`config.mk`:
```
export PLATFORM = sky130hd
export DESIGN_NAME = fifo_rd_ctrl
export DESIGN_NICKNAME = d
export VERILOG_FILES = /design/src/rtl/fifo_rd_ctrl.sv
export SDC_FILE = /design/constraint.sdc
export NUM_CORES = 1
export LEC_CHECK = 0
export ABC_AREA = 1
export CAP_MARGIN = 20
export CORE_ASPECT_RATIO = 0.6
export CORE_MARGIN = 3
export CORE_UTILIZATION = 41
export DETAILED_ROUTE_END_ITERATION = 6
export GPL_ROUTABILITY_DRIVEN = 0
export PLACE_DENSITY = 0.86
export SYNTH_ARGS = -nofsm -noshare
export SYNTH_HDL_FRONTEND = slang
export SYNTH_SLANG_ARGS = --single-unit
```
`constraint.sdc`:
```
create_clock -name rclk -period 2.85 [get_ports rclk]
set_clock_uncertainty 0.05 [all_clocks]
set_input_delay 0.57 -clock rclk [delete_from_list [all_inputs] [get_ports rclk]]
set_output_delay 0.57 -clock rclk [all_outputs]
set_load 0.02 [all_outputs]
```
`src/rtl/fifo_rd_ctrl.sv`:
```
// fifo_rd_ctrl: read side of the async FIFO. Keeps the binary/Gray read pointer and the
// registered empty flag, and feeds a registered first-word-fall-through valid/ready stage.
module fifo_rd_ctrl #(
   parameter int ADDR_WIDTH = 4,
   parameter int DATA_WIDTH = 32
) (
   input  logic                  rclk,
   input  logic                  rrst,
   input  logic [ADDR_WIDTH:0]   rq2_wptr,
   input  logic [DATA_WIDTH-1:0] rdata,
   output logic [ADDR_WIDTH-1:0] raddr,
   output logic [ADDR_WIDTH:0]   rptr,
   output logic                  rempty,
   output logic                  m_valid,
   output logic [DATA_WIDTH-1:0] m_data,
   input  logic                  m_ready,
   output logic [ADDR_WIDTH:0]   rlevel
);
   logic [ADDR_WIDTH:0] rbin, rbin_next, rgray_next, wbin;
   logic                pop;
   // the stage refills whenever it is empty or its word leaves this cycle
   assign pop        = ~rempty & (~m_valid | m_ready);
   assign rbin_next  = rbin + {{ADDR_WIDTH{1'b0}}, pop};
   assign rgray_next = rbin_next ^ (rbin_next >> 1);
   assign raddr      = rbin[ADDR_WIDTH-1:0];
   assign rlevel     = wbin - rbin;
   always_comb begin
      wbin = '0;
      for (int i = 0; i <= ADDR_WIDTH; i++) wbin[i] = ^(rq2_wptr >> i);
   end
   always_ff @(posedge rclk or posedge rrst) begin
      if (rrst) begin
         rbin    <= '0;
         rptr    <= '0;
         rempty  <= 1'b1;
         m_valid <= 1'b0;
         m_data  <= '0;
      end else begin
         rbin    <= rbin_next;
         rptr    <= rgray_next;
         rempty  <= rgray_next == rq2_wptr;
         m_valid <= pop | (m_valid & ~m_ready);
         m_data  <= pop ? rdata : m_data;
      end
   end
endmodule

```
==> results.yml <==
setup_path:
  path_class: "input pin to output port"
  timing.rr.end: "rempty"
  max_stage_delay_ns: 0.36
  crit_chain: "buf_8, xor2_4, xor2_2, xor2_1, ha_2, fa_2, o21ai_2, xnor2_1, buf_4"
  critPathLaunchType: "input pin"
  critPathBufInv: 2
  critPathTopFamily: "XOR/XNOR gates"
  regToRegSetupSlack_ns: 0.75
  cp.required_ns: 2.23
  crit_arrival_ns: 2.18
  path_max_fanout: 2
  reg2regPathDepth: 9
  timing.rr.start: "m_valid"
  endpoint_kind: "output port"
  slowest_stage: "fa_2"
yosys:
  synthDominantCellAreaShare_pct: 53.4
  avgSynthCellArea_um2: 8.34
  yosysSeqAreaShare_pct: 54.7
  ys_warn_count: 0
  ys_seq_elements: 43
  ys_types: 18
  ys_top_cells_by_area: "dfrtp_1 53%, nand2_1 24%, ha_1 3.8%"
  syn-cell-area_um2: 1970
  synthCells: 236
  synth_top_cell_by_area: "dfrtp_1"
  synth_nets: 283
global_routing:
  grt_pass1_wl_um: 8530
  grt_max_degree: 34
  track_usage_pct: 19.9
  overflow: 0
  antenna_found_initial: 0
  grt_pass1_vias: 1845
power:
  seq_power_share_pct: 29.3
  combPwrFrac_pct: 56.3
  clockPowerShare_pct: 14.4
  ir_worst_vdd_v: 0.000522
  switchingPower_uw: 1360
  power.total_uw: 3260
  powerDensity_nw_per_um2: 1030
  leakage_uw: 0.00163
  internal-power_uw: 1900
  p_sw_share_pct: 41.9
clock_network:
  cts_sinks: 43
  root_buffer: "clkbuf_8"
  insertion_delay_ns: 0.29
  cts_buffers: 5
  ctsHtreeMaxLevel: 2
  holdBufCountCts: 0
  clockBufferDepth: 2
  post_cts_buffers: 0
  cts_tree: "done"
  clk_pin_slew_ns: 0.08
routing:
  viasPerCell: 4.64
  drt_iter0_drc: 102
  antenna_left: 0
  drcViolationCount: 0
  vias: 1861
  met1_length_um: 2280
  wl_met2_um: 2250
  wl_per_cell_um: 12.8
  dr_wl_met3_um: 536
  top_layer_used: "met4"
  drtPass1Iterations: 4
  wl_um: 5140
die:
  core_um2: 4350
  dieArea_um2: 5690
  die_w_um: 95.4
  row_count: 18
  num_io_pins: 88
  dieHeight_um: 59.7
  start_util_pct: 45.3
place:
  place_hpwl_um: 4000
  place_ws_ns: -0.984
  place_inst: 393
  numPortBuffers: 87
cells_and_area:
  fin_nets: 387
  syn_to_final_growth_pct: 60.6
  stdcell_count: 401
  final_util_pct: 72.7
  diodes: 0
  fillerInstances: 333
  drive_gt1_share_pct: 12.3
sta:
  drv_slew: 0
  layout_min_cycle_time_ns: 2.80
  hold_violations: 0
  grt_setup_unrepaired: "yes"
  setup-violations-final: 0
  max_slew_margin_pct: 64.1
  worstMarginPinSlew_ns: 0.537
  worst_slack_ns: 0.0462
  fmax_mhz: 357
  fin_crit_sh_pct: 98.4
  holdWs_ns: 0.426
worst_hold_path:
  min_from: "m_data[12]"
  min_to: "m_data[12]"
  hold_path_depth: 2
  hp-class: "flip-flop to flip-flop"
status:
  status: "completed"
flow_run:
  max-cap-violations: 0
-- cell type report --
cell class / instances / area, um^2 / share of cell area, %
Sequential cell: 43 / 1080 / 34.1
Timing Repair Buffer: 103 / 982 / 31.1
Multi-Input combinational cell: 167 / 840 / 26.6
Inverter: 20 / 75.1 / 2.37
Tap cell: 60 / 75.1 / 2.37
Clock buffer: 5 / 68.8 / 2.18
Clock inverter: 3 / 43.8 / 1.39
-- metal layers --
| metal | vias up | global-route usage, % |
|---|---|---|
| li1 | 920 | - |
| met1 | 849 | 26.3 |
| met2 | 82 | 31.1 |
| met3 | 10 | 6.79 |
| met4 | 0 | 6.28 |
| met5 | - | 0 |
-- power groups by stage --
stage	clock [uW]	sequential, uW	combinational (uW)
after floorplan	0	1210	727
after global placement	0	955	1810
after detailed placement	0	966	1860
after CTS	478	957	1840
after global routing	509	980	2010
final	468	955	1840
-- placed cells by master, fill, tap and decap left out, drive strengths merged --
master	Yosys	layout
nand3	11	11
inv	20	20
xor2	7	7
fa	1	1
nand2	128	128
dlymetal6s2s	0	1
a21oi	3	3
bufinv	0	1
dlygate4sd2	0	1
ha	6	6
clkdlybuf4s50	0	77
dfrtp	42	42
nor2	3	3
o21ai	2	2
and2	1	1
xnor2	3	3
dfstp	1	1
nand3b	1	1
buf	0	24
nand4	1	1
clkbuf	6	5
clkinv	0	2
-- flip-flops by register name, indices dropped and copies added (netlist names) --
| name | count |
|---|---|
| rptr | 4 |
| m_data | 32 |
| m_valid | 1 |
| rempty | 1 |
| rbin | 5 |
-- cells by family (layout without fill, tap and decap cells) --
logic type	count (synthesis)	after routing	synth area share (%)
flip-flops	43	43	54.7
AO/OA/AOI/OAI	5	5	1.46
XOR/XNOR	10	10	5.21
buffers and inverters	26	131	4.96
AND/OR/NAND/NOR	145	145	28.8
adder cells (fa/ha/maj)	7	7	4.83
-- Yosys cell counts, drive strengths merged --
cell type and n:
nand2 128, xor2 7, nand3 11, dfrtp 42
clkbuf 6, fa 1, a21oi 3, dfstp 1
nor2 3, ha 6, inv 20, o21ai 2
xnor2 3, and2 1, nand3b 1, nand4 1
-- through the flow --
step / TNS [ns] / cell area [um^2]
floorplan: 0 / 1970
finish: 0 / 3160
detailed placement: -3.75 / 3010
global route: -0.0320 / 3160
global placement: -3.61 / 3010
CTS: 0 / 3130
-- repair_timing --
| action | CTS | global route |
|---|---|---|
| gates resized for setup | 45 | 9 |
| pin swaps | 7 | 8 |
| endpoints found under the setup margin | 5 | 3 |
| gates cloned | 0 | 0 |
-- worst reg2reg max path: stages, from the launching register on --
cell and delay, ns:
dfrtp_1 0.42, a21oi_2 0.21, ha_1 0.24, ha_1 0.24, nand3_1 0.23, xor2_1 0.30
nand2_1 0.11, nand3_1 0.10, nand2_1 0.06, nor2_1 0.10
-- worst max-delay path by stage --
| stage | cells after the start | start | to |
|---|---|---|---|
| floorplan | 7 | rq2_wptr[2] | rlevel[4] |
| global placement | 9 | rq2_wptr[4] | rlevel[4] |
| detailed placement | 9 | rq2_wptr[4] | rlevel[4] |
| CTS | 9 | rq2_wptr[4] | rlevel[4] |
| global route | 9 | rq2_wptr[4] | rlevel[4] |
| finish | 9 | rq2_wptr[4] | rlevel[4] |
No activity file was read; power rests on OpenSTA's default activity.
==> edit: new RTL, config.mk and constraints unchanged <==
The parameter `ADDR_WIDTH` goes from 4 to 3.
--- a/src/rtl/fifo_rd_ctrl.sv
+++ b/src/rtl/fifo_rd_ctrl.sv
@@ -1,7 +1,7 @@
 // fifo_rd_ctrl: read side of the async FIFO. Keeps the binary/Gray read pointer and the
 // registered empty flag, and feeds a registered first-word-fall-through valid/ready stage.
 module fifo_rd_ctrl #(
-   parameter int ADDR_WIDTH = 4,
+   parameter int ADDR_WIDTH = 3,
    parameter int DATA_WIDTH = 32
 ) (
    input  logic                  rclk,
Ports: changed (resized raddr, rlevel, rptr and rq2_wptr); port bits go from 88 to 84. The function was not compared with the original's and may differ.
==> edit against the original RTL <==
Worst setup slack better by 70 ps. Cell area down 6.4%. Synthesized area down 5.5%. Fmax up 2.6%. Worst hold slack worse by 4.6 ps. Count of clock-buffer cells in the layout unchanged. Routed wire length down 13%. Power up 11%. Core utilization down 2.9 points. Non-clock buffer count down 9. Register-to-register slack better by 380 ps. Sequential cell count down 2. Critical endpoint is now rlevel[1]. Highest routed layer unchanged.
==> edit: results (changes against the original RTL) <==
status: "finished, final reports clean"
r2r-start: "m_valid$_DFF_PP0_"
ys_seq_area_share_pct: 55.2  # +0.51 points
worstPathArrival_ps: 2110  # -70 ps
io_buffers: 83  # -4.6%
preCtsSetupSlack_ps: -666  # +317 ps
ir_drop_v: 0.000618  # +18%
finalCritPeriodShare_pct: 95.9  # -2.5 points
wl_met2_mm: 1.99  # -12%
reg2reg_depth: 10  # +1
drive_above_1_share_pct: 13.9  # +1.6 points
nNetsFinal: 354  # -8.5%
cts_resized: 24  # -47%
met2_usage_pct: 27.7  # -3.4 points
met1_usage_pct: 22.6  # -3.6 points
p_seq_mw: 1.05  # +9.9%
grt_use_total_pct: 17.7  # -2.1 points
cpPeakStageDelay_ps: 530  # +170 ps
crit_end: "rlevel[1]"
synthArstFlopShare_pct: 100  # unchanged
synthTopCellsByArea: "dfrtp_1 (54%), nand2_1 (23%), ha_1 (3.4%), xor2_1 (3.3%), inv_1 (3.2%)"
r2r_end: "rempty$_DFF_PP1_"
top_layer: "met4"
placedCellCount: 362  # -7.9%
worst_hold_path.endpoint: "m_data[27]$_DFFE_PP0N_"
power.static_leakage_nw: 1.50  # -7.5%
placed_cell_area_sq_um: 2820  # -6.4%
relSlewSlack_pct: 66.3  # +2.2 points
fillCellCount: 363  # +9.0%
ff2ff_setup_slack_ps: 1130  # +380 ps
grt_pass1_wl_mm: 7.53  # -12%
m1WireLength_mm: 1.98  # -13%
post_cts_buffers: 0  # unchanged
hpwl_mm: 3.44  # -14%
cp_top_family: "adder cells"
p_comb_mw: 2.03  # +10%
viasPerCell: 4.39  # -5.4%
syn-num-nets: 259  # -8.5%
path_clk_slew_ps: 80  # about the same
post_synth_inst_count: 214  # -9.3%
vias: 1624  # -13%
met3_usage_pct: 8.17  # +1.4 points
holdWs_ps: 422  # -4.58 ps
path_max_fanout: 3  # +1
synth_warnings: 0  # unchanged
whs_path_depth: 2  # unchanged
min_path_type: "reg2reg"
swShare_pct: 41.3  # -0.58 points
wirelength_mm: 4.45  # -13%
reg_top3: "m_data (32), rbin (4), rptr (3)"
synth_common_cells: "nand2_1 (112), dfrtp_1 (40), inv_1 (16), nand3_1 (7), xor2_1 (7)"
synth_cell_types: 17  # -1
grt_max_degree: 42  # +24%
first_iter_violations: 65  # -36%
fin_util_pct: 69.9  # -2.9 points
wl_met3_microns: 465  # -13%
hp-start: "m_data[27]$_DFFE_PP0N_"
crit_start: "rq2_wptr[2]"
p_clk_mw: 0.542  # +16%
[edit: cell count changes after synthesis, moves of 2 or more]
cell,change
xor2_2,-2
xor2_1,+2
o21ai_0,-2
nor2_1,-2
nand3_1,-4
clkbuf_1,-6
nand3_2,+2
nand2_1,-16
dfrtp_1,-2
buf_2,+6
inv_1,-4
inv_2,+2
nand2_2,+6
nand2_4,+3
[edit: cells by family after synthesis]
| logic type | count (synthesis) | share of synthesized area [%] |
|---|---|---|
| AOI/OAI and AO/OA | 2 | 0.740 |
| xor gates and xnor gates | 10 | 4.71 |
| adders and majority gates | 6 | 4.44 |
| buffers and inverters | 24 | 5.25 |
| DFF | 41 | 55.2 |
| and+or+nand+nor | 131 | 29.6 |
[edit: cell type report]
| cell class | count | share of cell area, % |
|---|---|---|
| multi-input cells | 149 | 25.5 |
| repair buffers | 94 | 30.4 |
| clock inverters | 3 | 2.20 |
| flip-flops and latches | 41 | 34.7 |
| well taps | 60 | 2.54 |
| inverters | 18 | 2.28 |
| clock buffers | 5 | 2.33 |
